**config.mk**
```make
export PLATFORM = sky130hd
export DESIGN_NAME = instr_fetch_queue
export DESIGN_NICKNAME = d
export VERILOG_FILES = /design/src/rtl/instr_fetch_queue.sv
export SDC_FILE = /design/constraint.sdc
export NUM_CORES = 1
export LEC_CHECK = 0
export ABC_CLOCK_PERIOD_IN_PS = 7300
export CORE_MARGIN = 5
export CORE_UTILIZATION = 55
export CTS_CLUSTER_DIAMETER = 60
export DETAILED_ROUTE_END_ITERATION = 10
export GPL_TIMING_DRIVEN = 0
export PLACE_DENSITY = 0.79
export SETUP_SLACK_MARGIN = 0.1
export SLEW_MARGIN = 20
export SYNTH_ARGS = -nofsm -noshare
export SYNTH_HDL_FRONTEND = slang
export SYNTH_SLANG_ARGS = --single-unit
```
**constraint.sdc**
```tcl
create_clock -name clk -period 7.3 [get_ports clk]
set_input_delay 1.825 -clock clk [delete_from_list [all_inputs] [get_ports clk]]
set_output_delay 1.825 -clock clk [all_outputs]
set_load 0.01 [all_outputs]
```
**src/rtl/instr_fetch_queue.sv**
```systemverilog
// Instruction fetch front-end: owns the fetch PC, issues one-outstanding req/ack reads to
// instruction memory and buffers {pc, instr} pairs in a small FIFO drained by the IF/ID stage.
module instr_fetch_queue #(
    parameter int DEPTH = 4,
    parameter int AW    = 32,
    parameter int DW    = 32
) (
    input  logic          clk,
    input  logic          rst,
    input  logic          redirect,
    input  logic [AW-1:0] redirect_pc,
    input  logic          stall,
    output logic          out_valid,
    output logic [DW-1:0] out_instr,
    output logic [AW-1:0] out_pc,
    output logic          mem_req,
    output logic [AW-1:0] mem_addr,
    input  logic          mem_ack,
    input  logic [DW-1:0] mem_rdata
);

    localparam int PW = $clog2(DEPTH);
    localparam int CW = PW + 1;
    localparam logic [CW:0] DEPTH_L = (CW + 1)'(DEPTH);

    typedef enum logic [1:0] {
        ST_IDLE,
        ST_WAIT,
        ST_DROP
    } state_e;

    state_e        state_q,    state_d;
    logic [AW-1:0] fetch_pc_q, fetch_pc_d;
    logic [CW-1:0] count_q,    count_d;
    logic [PW-1:0] wr_ptr_q,   wr_ptr_d;
    logic [PW-1:0] rd_ptr_q,   rd_ptr_d;
    logic          mem_req_q,  mem_req_d;
    logic [AW-1:0] mem_addr_q, mem_addr_d;

    logic [AW-1:0] fifo_pc    [DEPTH];
    logic [DW-1:0] fifo_instr [DEPTH];

    logic          push;
    logic          pop;
    logic [CW:0]   level_after;
    logic          space;

    assign out_valid   = (count_q != '0);
    assign pop         = out_valid & ~stall & ~redirect;
    assign push        = (state_q == ST_WAIT) & mem_ack & ~redirect;
    // Occupancy after this cycle's push/pop; one extra bit so DEPTH itself is representable.
    assign level_after = {1'b0, count_q} + (CW + 1)'(push) - (CW + 1)'(pop);
    assign space       = (level_after < DEPTH_L);

    always_comb begin
        // NOTE: every always_comb output gets a default first so no path leaves it unassigned (no latch).
        state_d    = state_q;
        fetch_pc_d = fetch_pc_q;
        count_d    = level_after[CW-1:0];
        wr_ptr_d   = wr_ptr_q + PW'(push);
        rd_ptr_d   = rd_ptr_q + PW'(pop);
        mem_req_d  = mem_req_q;
        mem_addr_d = mem_addr_q;

        if (redirect) begin
            // Flush: push is already suppressed, so aligning rd to wr empties the FIFO.
            count_d    = '0;
            rd_ptr_d   = wr_ptr_q;
            fetch_pc_d = redirect_pc;
        end

        unique case (state_q)
            ST_IDLE: begin
                if (!redirect && space) begin
                    mem_req_d  = 1'b1;
                    mem_addr_d = fetch_pc_q;
                    state_d    = ST_WAIT;
                end
            end
            ST_WAIT: begin
                if (redirect) begin
                    // An issued request is never withdrawn; its late ack is swallowed in DROP.
                    if (mem_ack) begin
                        mem_req_d = 1'b0;
                        state_d   = ST_IDLE;
                    end else begin
                        state_d   = ST_DROP;
                    end
                end else if (mem_ack) begin
                    fetch_pc_d = fetch_pc_q + AW'(1);
                    if (space) begin
                        mem_addr_d = fetch_pc_q + AW'(1);
                    end else begin
                        mem_req_d = 1'b0;
                        state_d   = ST_IDLE;
                    end
                end
            end
            ST_DROP: begin
                if (mem_ack) begin
                    mem_req_d = 1'b0;
                    state_d   = ST_IDLE;
                end
            end
            default: begin
                mem_req_d = 1'b0;
                state_d   = ST_IDLE;
            end
        endcase
    end

    always_ff @(posedge clk or negedge rst) begin
        // NOTE: sequential state uses non-blocking assignments so every flop samples pre-edge values.
        if (!rst) begin
            state_q    <= ST_IDLE;
            fetch_pc_q <= '0;
            count_q    <= '0;
            wr_ptr_q   <= '0;
            rd_ptr_q   <= '0;
            mem_req_q  <= 1'b0;
            mem_addr_q <= '0;
        end else begin
            state_q    <= state_d;
            fetch_pc_q <= fetch_pc_d;
            count_q    <= count_d;
            wr_ptr_q   <= wr_ptr_d;
            rd_ptr_q   <= rd_ptr_d;
            mem_req_q  <= mem_req_d;
            mem_addr_q <= mem_addr_d;
        end
    end

    // NOTE: FIFO storage is deliberately not reset; count gates every read, so stale contents are never visible.
    always_ff @(posedge clk) begin
        if (push) begin
            fifo_pc[wr_ptr_q]    <= mem_addr_q;
            fifo_instr[wr_ptr_q] <= mem_rdata;
        end
    end

    assign out_pc    = out_valid ? fifo_pc[rd_ptr_q]    : '0;
    assign out_instr = out_valid ? fifo_instr[rd_ptr_q] : '0;
    assign mem_req   = mem_req_q;
    assign mem_addr  = mem_addr_q;

endmodule

```
Yosys cells after proc, flatten, opt, wreduce, memory -nomap -nowiden
Memory sizes are Yosys's and may differ from the RTL's.
Cells that the tools add are included.

word-level totals
  bits in registers = 74
  output and inout bits = 98
  memory bits (writable) = 256
  input port bits = 69
  memories kept = 2

operators by class
  equality and inequality tests = 9
  add/sub/neg operators = 5
  magnitude comparators = 1
  mux-type cells = 28
  reductions and logical operators = 8
  bitwise logic cells = 6

memory list
  memory      words  bits a word  rd ports  clocked after Yosys merged registers in  write ports  line  text
  fifo_instr  4      32           1         0                                        1            41    logic [DW-1:0] fifo_instr [DEPTH];
  fifo_pc     4      32           1         0                                        1            40    logic [AW-1:0] fifo_pc [DEPTH];

operators with widths
  kind                   count
  $mux 32                10
  $pmux 32 s2            1
  $add 32x1->32 const B  1
  $mux 2                 7
  $ne 2x2->1 const B     5
  $mux 1                 7
  $ne 3x3->1 const B     2
  $pmux 2 s3             1
  $reduce_and 5->1       1
  $add 2x1->2            2
  $add 3x1->4            1
  $and 1x1->1            4
  $lt 4x3->1 const B     1
  $reduce_and 4->1       1
  $sub 4x1->4            1
  $mux 3                 1
  $pmux 1 s3             1
  $reduce_and 3->1       1
  $reduce_bool 3->1      1
  $eq 2x1->1 const B     1
  $eq 2x2->1 const B     1
  $logic_not 2->1        1
  $not 1->1              2
  $reduce_bool 2->1      1
  other kinds (2)        2

Depth between registers and ports, before layout
  depth after elaboration = 10
  gate-level depth with buffers = 12
  gate-level depth less buffers = 10

Least setup slack after synthesis
OpenSTA, ideal clock, no wires.

  kind = input -> register
  from = input mem_ack
  to = memory fifo_instr[1][0], enable pin
  data arrival time = 6903 ps
  data required time = 6722 ps
  setup slack = -181 ps
  path buffers = 1
  cell stages on the path = 4
  path through = buf_2 nor2b_1 nand2_1 nor3b_1

between the ends
  cells in the longest elaborated chain, start to end = 4

RTL lines
  what                          line  text
  start: declaration            18    input logic mem_ack,
  $and 1x1->1 (2 in series)     50    assign push = (state_q == ST_WAIT) & mem_ack & ~redirect;
  $mux 1                        135   if (push) begin
  $mux 1 (not written as such)  137   fifo_instr[wr_ptr_q] <= mem_rdata;
  end: declaration              41

Every way passes these cells.

Worst setup path in the final report
  from = register rd_ptr_q[1]
  to = output out_pc[17]

between the ends
  cells in the longest elaborated chain, start to end = 2

RTL lines
  what                      line  text
  start: declaration        36    logic [PW-1:0] rd_ptr_q, rd_ptr_d;
  start signal: assignment  127   rd_ptr_q <= rd_ptr_d;
  $mem_v2 4x32              n/a
  $mux 32                   141   assign out_pc = out_valid ? fifo_pc[rd_ptr_q] : '0;
  end: declaration          15    output logic [AW-1:0] out_pc,

Every way passes these cells.

==> impl_metrics.csv <==
group,metric,value,unit
outcome,status,"finished, final reports clean",
finish,final_cell_mix,"256 x edfxtp_1, 164 x clkdlybuf4s50_1, 74 x dfrtp_1",
global_routing,top_usage_layer,"met2",
drt,wl_per_cell,20.55,um
timing,whs,545.7,ps
finish,fin_nets,1174,
setup_path,r2r_start,"count_q[2]",
finish,finish.instance_area,17370,um^2
timing,tightest_slew,720.4,ps
timing,setup-violations-final,0,
global_routing,use_met2,35.69,%
global_routing,grt_pass1_vias,8435,
setup_path,worstPathRequired,5480,ps
synthesis,ys_warn_count,0,
power,switching_share,30.40,%
setup_path,r2r_setup_slack,3930,ps
finish,area_growth,25.64,%
synthesis,synth_cell_types,55,
synthesis,syn_inst,877,
floorplan,ioPinCount,167,
place,hpwl,20.72,mm
clocking,cts_tree,"done",
power,power_density,380.6,nW/um^2
place,gp_congestion,0.8905,
synthesis,synth.avg_cell_area,15.76,um^2
power,peakVddDrop,0.1862,mV
clocking,clk_pin_slew,60,ps
synthesis,synthArstFlopShare,22.42,%
timing,layout_min_cycle_time,4833,ps
clocking,ctsHtreeMaxLevel,2,
place,place_ws,1968,ps
drt,first_pass_iters,7,
synthesis,yosysSeqAreaShare,69.00,%
clocking,cts.sinks,330,
timing,slew_violations,0,
finish,final_common_cell,"edfxtp_1",
drt,ant_nets,0,
floorplan,die-area,28410,um^2
timing,hold_viol_final,0,
floorplan,std_cell_rows,58,
timing,fin_ws,2467,ps
synthesis,synth_top_area_cell,"edfxtp_1",
clocking,cts_made_buffers,36,
clocking,cts_setup_buffers,0,
setup_path,r2r_end,"mem_addr[26]",
setup_path,startpoint_type,"register",
power,p_leak,5.943,nW
clocking,cts_root_buffer,"clkbuf_16",
drt,drt_iter0_markers,624,
synthesis,synth_edf_count,256,
power,pwr-share-comb,34.3,%
place,place_area,16190,um^2
power,internal_power,4.601,mW
synthesis,synth_fp_nets,952,
timing,fmax,0.2069,GHz
worst_hold_path,holdPathStages,0,
setup_path,end_kind,"output pin",
synthesis,yosys-top-cells-area,"edfxtp_1 56%, dfrtp_1 13%, mux4_2 10%, and2_1 3.1%, xnor2_1 1.8%",
clocking,clk_latency,510,ps
setup_path,reg2regPathDepth,11,
synthesis,synth_seq_cells,330,
setup_path,critical_path_class,"reg2out",
clocking,cts.path.max_buffers,3,
clocking,post_cts_resized,0,
floorplan,die_width,168.6,um
setup_path,critPathMaxFanout,10,
finish,antennaDiodeCount,0,
power,clkPwrFrac,27.0,%
drt,drc,0,
floorplan,core,24960,um^2
global_routing,met3_usage,3.760,%
place,port_buffers,165,
drt,finalWirelength,29.92,mm
worst_hold_path,holdCritStartpoint,"mem_addr[6]",
global_routing,antenna_found_initial,0,
finish,drive_above_1_share,15.99,%
drt,viasPerCell,5.582,
worst_hold_path,hold_end,"fifo_pc[3][6]",
power,pwr-share-seq,38.7,%
global_routing,grt_max_degree,47,
timing,slew_headroom,51.98,%
worst_hold_path,hold_path_class,"reg2reg",
timing,final.period_utilization,66.20,%
power,power.switching,2.010,mW
synthesis,synth-main-ff-cell,"edfxtp_1",
synthesis,synth.cell_area,13830,um^2
clocking,holdBufCountCts,0,
floorplan,die_y,168.6,um
global_routing,grt_pass1_wl,48.02,mm
run,drv_cap,0,
timing,fin_skew,21.36,ps
floorplan,initial_core_util,55.38,%
synthesis,yosysTopAreaCellShare,55.60,%
drt,vias,8127,
global_routing,grt_use_total,21.60,%
global_routing,grt-ovfl-total,0,
setup_path,cp_data_arrival_time,3010,ps
timing,rsz0062_at_grt,"no",
global_routing,gr-usage-met1,30.61,%
==> per-stage QoR <==
step	TNS, ps	utilization (%)	cells	power [mW]
after global placement	-306530	63.67	1372	4.827
after global routing	0	69.58	1456	6.972
final	0	69.58	1456	6.611
after floorplan	0	-	877	3.788
after detailed placement	0	64.87	1391	4.890
after CTS	0	69.58	1456	6.691
==> worst max-delay path: stages, from the launching register on <==
cell and delay [ps]:
dfrtp_1 340, clkbuf_1 520, clkbuf_1 550, mux4_2 390
and2_1 180, clkdlybuf4s50_1 520
==> registers in the layout (all words and copies together), names as in the netlist <==
register	cells
wr_ptr_q	2
count_q	3
fifo_pc	128
mem_addr	32
state_q	2
mem_req	1
fetch_pc_q	32
rd_ptr_q	2
fifo_instr	128
==> power groups by stage <==
stage	clock (mW)	sequential [mW]	combinational, mW
after floorplan	0	2.56	1.23
after global placement	0	2.58	2.24
after detailed placement	0	2.59	2.30
after CTS	1.82	2.56	2.31
after global routing	1.91	2.59	2.47
final	1.79	2.56	2.27
==> cell families after synthesis <==
kind of cell             after synthesis  share of synthesized area (%)
flip-flops                           330                          69.00
AND/OR/NAND/NOR                      277                          10.93
AO/OA/AOI/OAI                         78                          3.276
multiplexers                          65                          10.50
buffers and inverters                 64                          2.090
XOR/XNOR                              57                          3.611
adder cells (fa/ha/maj)                6                         0.5973
==> synth_stat cells (6+ instances only) <==
| library cell | count |
|---|---|
| and2_1 | 68 |
| inv_1 | 9 |
| nor2b_1 | 6 |
| o21ai_0 | 23 |
| mux4_2 | 64 |
| nand2_1 | 52 |
| edfxtp_1 | 256 |
| xnor2_1 | 29 |
| nor3_1 | 20 |
| dfrtp_1 | 74 |
| nand3_1 | 14 |
| buf_2 | 26 |
| nor2_1 | 57 |
| and3_1 | 12 |
| clkbuf_1 | 21 |
| nand4_1 | 15 |
| a21oi_1 | 33 |
| xor2_1 | 28 |
==> per-layer routing <==
metal / wire length [um] / vias to the layer above
li1: - / 3759
met1: 12530 / 4067
met2: 14940 / 259
met3: 1840 / 42
met4: 607 / 0
met5: 0 / -
==> worst max-delay path by stage <==
stage                            from          endpoint  slack (ps)  cells after the start
after detailed placement     redirect      mem_addr[24]        1970                     11
after floorplan               mem_ack  fifo_instr[0][0]         170                      4
after global routing         redirect      mem_addr[26]        2240                     11
after CTS                 rd_ptr_q[1]        out_pc[18]        2430                      5
final                     rd_ptr_q[1]        out_pc[17]        2470                      5
after global placement       redirect  fifo_instr[0][7]       -3760                      4
==> area by class of cell <==
| type | instances | area [um^2] |
|---|---|---|
| flip-flops and latches | 330 | 9539 |
| repair buffers | 184 | 1926 |
| clock inverters | 20 | 211.5 |
| plain buffers | 54 | 251.5 |
| inverters | 10 | 37.54 |
| multi-input cells | 483 | 4026 |
| well taps | 330 | 412.9 |
| fillers | 1681 | 7594 |
| clock buffers | 45 | 965.9 |
Power figures use the tool's default switching activity.
